<file path="src/rtl/eru_varlat_adder.sv">
// ============================================================================
// Module   : eru_varlat_adder
// Brief    : Block-speculative adder with ERU carry select and a one-cycle
//            exact-recovery path behind a valid/ready handshake.
//            Optional error counter enabled by defining ERU_ERRCNT_EN.
// Revision : 1.0 - initial release
// ============================================================================
`default_nettype none

module eru_varlat_adder #(
    parameter int WIDTH = 16,
    parameter int BLK   = 4,
    parameter int CNT_W = 16
) (
    input  logic             clk,
    input  logic             rst_n,
    input  logic             in_valid,
    output logic             in_ready,
    input  logic [WIDTH-1:0] a,
    input  logic [WIDTH-1:0] b,
    input  logic             exact_md,
    output logic             out_valid,
    input  logic             out_ready,
    output logic [WIDTH:0]   sum,
    output logic             out_err,
    output logic             out_fixed
`ifdef ERU_ERRCNT_EN
    ,
    input  logic             cnt_clr,
    output logic [CNT_W-1:0] err_cnt
`endif
);

    localparam int NB = WIDTH / BLK;

    typedef enum logic [1:0] {
        IDLE    = 2'd0,
        RECOVER = 2'd1,
        VALID   = 2'd2
    } state_t;

    state_t           r_state;
    state_t           w_next;
    logic [WIDTH:0]   w_approx;
    logic [WIDTH:0]   w_exact;
    logic [WIDTH:0]   w_recov;
    logic             w_spec_err;
    logic             w_accept;
    logic             w_go_recover;
    logic [WIDTH-1:0] r_a;
    logic [WIDTH-1:0] r_b;
    logic [WIDTH:0]   r_sum;
    logic             r_err;
    logic             r_fixed;

    // Speculative sum: each block guesses its carry-in from a short window
    // below it; the ERU select uses the exact carry when it is locally known.
    generate
        for (genvar k = 0; k < NB; k++) begin : g_blk
            if (k == 0) begin : g_first
                assign w_approx[BLK-1:0] = a[BLK-1:0] + b[BLK-1:0];
            end else begin : g_spec
                localparam int L  = k * BLK;
                localparam int LO = (L - BLK - 1 < 0) ? 0 : L - BLK - 1;
                logic w_cadd;
                logic w_sel;
                logic w_cin;
                logic w_kill;

                // Carry out of x+y over n bits is (x > ~y).
                assign w_cadd = (a[L-1:LO] > ~b[L-1:LO]);
                assign w_kill = ~a[L] & ~b[L];
                assign w_sel  = (a[L-1] & b[L-1]) | w_kill;
                assign w_cin  = w_sel ? (a[L-1] & b[L-1]) : w_cadd;

                if (k == NB - 1) begin : g_last
                    logic [BLK:0] w_bs;
                    assign w_bs = {1'b0, a[WIDTH-1:L]} + {1'b0, b[WIDTH-1:L]}
                                + {{BLK{1'b0}}, w_cin};
                    assign w_approx[WIDTH:L+1] = w_bs[BLK:1];
                    assign w_approx[L]         = w_bs[0] | (w_kill & w_cadd);
                end else begin : g_mid
                    logic [BLK-1:0] w_bs;
                    assign w_bs = a[L+BLK-1:L] + b[L+BLK-1:L]
                                + {{(BLK-1){1'b0}}, w_cin};
                    assign w_approx[L+BLK-1:L+1] = w_bs[BLK-1:1];
                    assign w_approx[L]           = w_bs[0] | (w_kill & w_cadd);
                end
            end
        end
    endgenerate

    assign w_exact      = {1'b0, a} + {1'b0, b};
    assign w_recov      = {1'b0, r_a} + {1'b0, r_b};
    assign w_spec_err   = (w_approx != w_exact);
    assign w_accept     = in_valid & in_ready;
    assign w_go_recover = exact_md & w_spec_err;

    assign in_ready  = (r_state == IDLE) | ((r_state == VALID) & out_ready);
    assign out_valid = (r_state == VALID);
    assign sum       = r_sum;
    assign out_err   = r_err;
    assign out_fixed = r_fixed;

    always_ff @(posedge clk or negedge rst_n) begin
        if (!rst_n) begin
            r_state <= IDLE;
        end else begin
            r_state <= w_next;
        end
    end

    always_comb begin
        w_next = r_state;
        case (r_state)
            IDLE, VALID: begin
                if (w_accept) begin
                    w_next = w_go_recover ? RECOVER : VALID;
                end else if (r_state == VALID && out_ready) begin
                    w_next = IDLE;
                end
            end
            RECOVER: w_next = VALID;
            default: w_next = IDLE;
        endcase
    end

    // Operands are kept so RECOVER can rebuild the exact sum one cycle later.
    always_ff @(posedge clk or negedge rst_n) begin
        if (!rst_n) begin
            r_a     <= '0;
            r_b     <= '0;
            r_sum   <= '0;
            r_err   <= 1'b0;
            r_fixed <= 1'b0;
        end else if (w_accept) begin
            r_a <= a;
            r_b <= b;
            if (!w_go_recover) begin
                r_sum   <= w_approx;
                r_err   <= w_spec_err;
                r_fixed <= 1'b0;
            end
        end else if (r_state == RECOVER) begin
            r_sum   <= w_recov;
            r_err   <= 1'b0;
            r_fixed <= 1'b1;
        end
    end

`ifdef ERU_ERRCNT_EN
    logic [CNT_W-1:0] r_err_cnt;

    always_ff @(posedge clk or negedge rst_n) begin
        if (!rst_n) begin
            r_err_cnt <= '0;
        end else if (cnt_clr) begin
            r_err_cnt <= '0;
        end else if (w_accept && w_spec_err && (r_err_cnt != {CNT_W{1'b1}})) begin
            r_err_cnt <= r_err_cnt + 1'b1;
        end
    end

    assign err_cnt = r_err_cnt;
`endif

endmodule

`default_nettype wire

</file>
<file path="config.mk">
export PLATFORM = sky130hd
export DESIGN_NAME = eru_varlat_adder
export DESIGN_NICKNAME = d
export VERILOG_FILES = /design/src/rtl/eru_varlat_adder.sv
export SDC_FILE = /design/constraint.sdc
export NUM_CORES = 1
export LEC_CHECK = 0
export CAP_MARGIN = 10
export CORE_MARGIN = 1.5
export CORE_UTILIZATION = 47
export CTS_CLUSTER_DIAMETER = 60
export DETAILED_ROUTE_END_ITERATION = 10
export MAX_ROUTING_LAYER = met4
export PLACE_DENSITY = 0.7
export REMOVE_ABC_BUFFERS = 1
export SLEW_MARGIN = 20
export SYNTH_ARGS = -nofsm -noshare
export SYNTH_HDL_FRONTEND = slang
export SYNTH_SLANG_ARGS = --single-unit
</file>
<file path="constraint.sdc">
create_clock -name clk -period 2.9 [get_ports clk]
set_input_delay 0.29 -clock clk [delete_from_list [all_inputs] [get_ports clk]]
set_output_delay 0.29 -clock clk [all_outputs]
set_load 0.05 [all_outputs]
</file>
Word-level counts from Yosys, hierarchy flattened
Index checks and enable logic that the tools add are counted.
{"block": "classes", "add_sub_neg": 9, "multipliers": 0, "div_mod_pow": 0, "magnitude_cmp": 3, "eq_ne": 5, "shift": 0, "mux": 16, "n_bitwise": 28, "n_reduce_logical": 5}
{"cell": "$mux W17", "n": 3}
{"cell": "$add A16 B16 Y17", "n": 2}
{"cell": "$ne A17 B17 Y1", "n": 1}
{"cell": "$add A4 B4 Y4", "n": 3}
{"cell": "$and A1 B1 Y1", "n": 12}
{"cell": "$gt A5 B5 Y1", "n": 2}
{"cell": "$not A5 Y5", "n": 2}
{"cell": "$mux W1", "n": 9}
{"cell": "$add A4 B1 Y4", "n": 2}
{"cell": "$or A1 B1 Y1", "n": 7}
{"cell": "$mux W2", "n": 3}
{"cell": "$not A1 Y1", "n": 6}
{"cell": "$add A4 B4 Y5", "n": 1}
{"cell": "$add A5 B1 Y5", "n": 1}
{"cell": "$gt A4 B4 Y1", "n": 1}
{"cell": "$not A4 Y4", "n": 1}
{"cell": "$pmux W2 S2", "n": 1}
{"cell": "$ne A3 B3 Y1 const B", "n": 1}
{"cell": "$eq A2 B1 Y1 const B", "n": 1}
{"cell": "$eq A2 B2 Y1 const B", "n": 1}
{"cell": "$logic_not A2 Y1", "n": 1}
{"cell": "$ne A2 B2 Y1 const B", "n": 1}
{"cell": "$reduce_and A2 Y1", "n": 1}
{"cell": "$reduce_bool A2 Y1", "n": 1}
{"cell": "2 further kinds", "n": 2}
{"block": "totals", "register_bits": 53, "latchBits": 0, "mem_bits_rw": 0, "rom_bits": 0, "input_bits": 37, "output_inout_bits": 21, "word_cells": 72, "mem_count": 0}

Logic depth before layout (Yosys ltp)
{"block": "depth", "ltp_word": 11, "ltp_mapped": 18, "mapped_depth_nobuf": 16}

Worst setup path before layout
No wires, ideal clock.
{"block": "synth_path", "kind": "input-to-reg", "start": "input port a[2]", "end": "register r_sum[0], in the netlist sum[0]", "setup_time_ns": 0.125, "t_arrival_ns": 3.970, "required_ns": 2.775, "slack_ns": -1.195, "cell_stages": 15, "path_buffers": 1, "path_cell_list": "ha_1 > o21ai_2 > a21oi_1 > a31o_2 > fa_1 > inv_1 > fa_1 > or3_1 > a211oi_2 > o211ai_1 > nor4_2 > a41oi_2 > o21ai_4 > buf_12 > mux2_4"}
{"block": "synth_via", "elab_chain_len": 8, "elab_cells_between_ends": 11, "classes_between": "add/sub: 3; order compare: 1; eq/ne: 2; mux: 1; bitwise: 3; reduce/logical: 1"}
{"element": "start, declared", "line": "19", "rtl": "input logic [WIDTH-1:0] a,"}
{"element": "$gt A4 B4 Y1", "line": "71", "rtl": "assign w_cadd = (a[L-1:LO] > ~b[L-1:LO]);"}
{"element": "$mux W1", "line": "74", "rtl": "assign w_cin = w_sel ? (a[L-1] & b[L-1]) : w_cadd;"}
{"element": "$add A4 B1 Y4", "line": "85", "rtl": "+ {{(BLK-1){1'b0}}, w_cin};"}
{"element": "$or A1 B1 Y1", "line": "87", "rtl": "assign w_approx[L] = w_bs[0] | (w_kill & w_cadd);"}
{"element": "$ne A17 B17 Y1 *", "line": "95", "rtl": "assign w_spec_err = (w_approx != w_exact);"}
{"element": "$and A1 B1 Y1 *", "line": "97", "rtl": "assign w_go_recover = exact_md & w_spec_err;"}
{"element": "$ne A2 B2 Y1 (no line) *"}
{"element": "$reduce_and A2 Y1 (no line) *"}
{"element": "end signal, assigned", "line": "140", "rtl": "r_sum <= w_approx;"}
{"element": "end signal, assigned", "line": "145", "rtl": "r_sum <= w_recov;"}
{"element": "end, declared", "line": "52", "rtl": "logic [WIDTH:0] r_sum;"}
Mark *: on every way between the ends. The rest lies on a longest branch, timed or not.
A chain may end at the register's enable or synchronous reset.

Worst setup path after layout
{"block": "layout_path", "start": "input port a[3]", "end": "register r_sum[12], in the netlist sum[12]"}
{"block": "layout_via", "elab_chain_len": 9, "elab_cells_between_ends": 18, "classes_between": "add/sub: 4; order compare: 2; eq/ne: 2; mux: 2; bitwise: 7; reduce/logical: 1"}
{"element": "parallel branches: the longest is 5 deep, another holds $gt A5 B5 Y1"}
{"element": "$ne A17 B17 Y1 *", "line": "95"}
{"element": "$and A1 B1 Y1 *", "line": "97"}
{"element": "$ne A2 B2 Y1 (no line) *"}
{"element": "$reduce_and A2 Y1 (no line) *"}
Mark *: on every way between the ends.

==> run metrics <==
worst path required time 3.10 ns; top-area cell type share of the netlist area 0.3035; Num CTS Buffers 5; top cells by count, synth nand2_1 (80), dfrtp_1 (53), o21ai_0 (49), inv_1 (40), ha_1 (38); crit path max-delay cell type a2111oi_0; core area 9109 sq um; Post-Syn Area about 4400 sq um; Synth area leaders dfrtp_1 (30%), ha_1 (11%), nand2_1 (6.9%), o21ai_0 (5.6%), a21oi_1 (4.2%); post-synth top area cell dfrtp_1; Slew Limit Fails 0; ANT nets after route 0; Final Core Density 0.6839; overflow left after global routing 0; failing checks negative setup slack; Post-DP Area 5668 sq um; Yosys cell types between 60 and 70; Crit path top cell by count buf_4; die span in x between 90 and 100 um; synth warn 0; status finished, violations left; first-pass GRT wire length 20,730 um; Post-synth EDFFs 0; R2R setup slack -0.01 ns; smallest hold slack roughly 0.096 ns; H-tree levels 2; Via density approximately 5.5; routed via count between 4,000 and 5,000; row count 35; Crit Path Class in -> reg; critical path's top delay family buffers and inverters; Remaining DRCs 0; diode count 0; Syn-to-layout area delta 42.54%; gpl congestion roughly 0.95; sequential share of the synthesized area 0.3035; worst-case clock buffer depth 2; Critical Path Max Stage Delay approximately 0.49 ns; Starting Density 0.4798; Primary FF master, synth dfrtp_1; worst vdd ir approximately 0.00038 V; Fin. Hold Viols 0; Die H 99.43 um; Post-Layout Inst Area just over 6000 sq um; placed wire-length estimate roughly 9500 um; GRT Util Overall 0.2713; CTS root buf clkbuf_8; post-place setup slack -1.739 ns; initial antenna violation count 0; share of cells above drive strength 1 0.3056; worst hold path type in -> async; Post-Syn Area per Cell between 8 and 9 sq um; Top Ports 58; largest net degree at the start of global routing between 50 and 60; vias in the first global route ~4,300; fill count 715; Worst slew margin 0.5275; worst path cell trace buf_2, inv_2, ha_4, nand4_1, buf_4, buf_4, buf_4, buf_4, buf_4, buf_4, buf_4, and2_1, a2111oi_0, o21ai_0, o211ai_1, nor4_4, a41oi_2, buf_4, buf_4, nor3_1, or3b_1; startpoint types input pin; worst r2r src r_b[0]; # Max-Cap Violations 0; Synth Register Bits 53; initial DRC count between 200 and 250; Avg WL per Cell 16.06 um; R2R cell count 11; CTS tree done; Critical Path AT a little under 4 ns; clk_lat worst skew about 0.31 ns; CTS clk-pin slew, worst paths approximately 0.10 ns; async set or reset register ratio after synthesis 1.000; final net count ~760; PD cells 639.1 nW/um^2; Worst Setup End Kind register; TritonRoute pass-1 iters 5; storage element area between 1000 and 1500 sq um; Final WS setup -0.7783 ns; die area around 10000 sq um; multi-input logic area approximately 3100 sq um; CP Buf/Inv Count 11; endpoints failing setup 21; hold-fix buffer count after cts 0; RSZ-0062 raised after global routing true; Port-buffer cells 57; Tmin final ~3.7 ns; worst reg2reg endpoint sum[12]; CTS sink count 53; critical path peak fanout 3; fmax approximately 270 MHz; Final Skew about 0.0066 ns; cell with the most instances after synthesis nand2_1; final wirelength approximately 13,000 um; Lkg Pwr 2.911 nW; measured slew at the worst slew-check pin roughly 0.71 ns; post-synthesis cell count about 500; fin crit share 1.268
## layer usage
metal,GRT usage,share of wire
met5,-,0
met4,0.09317,0.025
met3,0.02741,0.043
met2,0.4573,0.49
met1,0.3421,0.44
## cells in the final DEF, fill, tap and decap left out, types with 6 or more instances in the layout
cell,count
a21oi_2,6
mux2_4,14
nand3_1,12
a21o_1,9
clkdlybuf4s50_1,32
inv_2,12
o211ai_1,12
xor2_1,9
inv_1,28
dfrtp_1,53
a21oi_1,31
ha_1,25
nor2_1,29
dlygate4sd2_1,16
nand2b_1,6
ha_4,13
nor3_1,6
buf_2,7
xnor2_1,13
o21ai_0,44
buf_4,109
nand2_1,79
## stage by stage
| step | total power, W | instances | TNS (ns) |
|---|---|---|---|
| 6_report | 0.003982 | 785 | -14.22 |
| 5_1_grt | 0.004216 | 785 | -17.03 |
| 4_1_cts | 0.003952 | 783 | -13.22 |
| 3_5_place_dp | 0.003362 | 753 | -34.13 |
| 3_3_place_gp | 0.003302 | 753 | -31.36 |
| 2_1_floorplan | 0.002537 | 496 | -23.25 |
## logic make-up after synthesis
kind of cell	Yosys count	synth area share
DFF	53	0.3035
buffers and inverters	58	0.05497
xor gates and xnor gates	23	0.04924
and+or+nand+nor	164	0.1718
muxes	19	0.05439
adders and majority gates	46	0.1454
AOI/OAI and AO/OA	151	0.2207
## what timing repair did
| item | CTS | global route |
|---|---|---|
| gates resized for setup | 121 | 3 |
| buffers inserted | 22 | 3 |
| gates cloned | 1 | 0 |
| endpoints found under the setup margin | 21 | 21 |
| pin swaps | 34 | 8 |
## layout make-up
cell class / instances / share of cell area
timing repair buffer: 170 / 0.2243
clock buffer: 6 / 0.01165
tap: 111 / 0.02229
sequential: 53 / 0.2129
inverter: 40 / 0.02410
clock inverter: 2 / 0.002410
multi-input combinational: 403 / 0.5023
## power breakdown
part	internal, W	switching, W
registers	0.000949	0.000163
clock network	0.000171	0.000262
logic	0.00108	0.00135
total	0.00220	0.00178
## flip-flops by register name, summed over array words and instances (netlist names)
name / count
r_b: 16
r_a: 16
out_fixed: 1
out_err: 1
sum: 17
r_state: 2
## worst max path at each step
stage / startpoint / to / slack, ns / cells after the start
after floorplan: a[2] / sum[10] / -1.30 / 14
after global routing: a[4] / sum[12] / -0.91 / 20
after detailed placement: a[3] / sum[7] / -1.74 / 16
after global placement: a[3] / sum[2] / -1.60 / 16
final: a[3] / sum[12] / -0.78 / 21
after CTS: b[2] / sum[9] / -0.73 / 16
No activity file was read; power rests on OpenSTA's default activity.
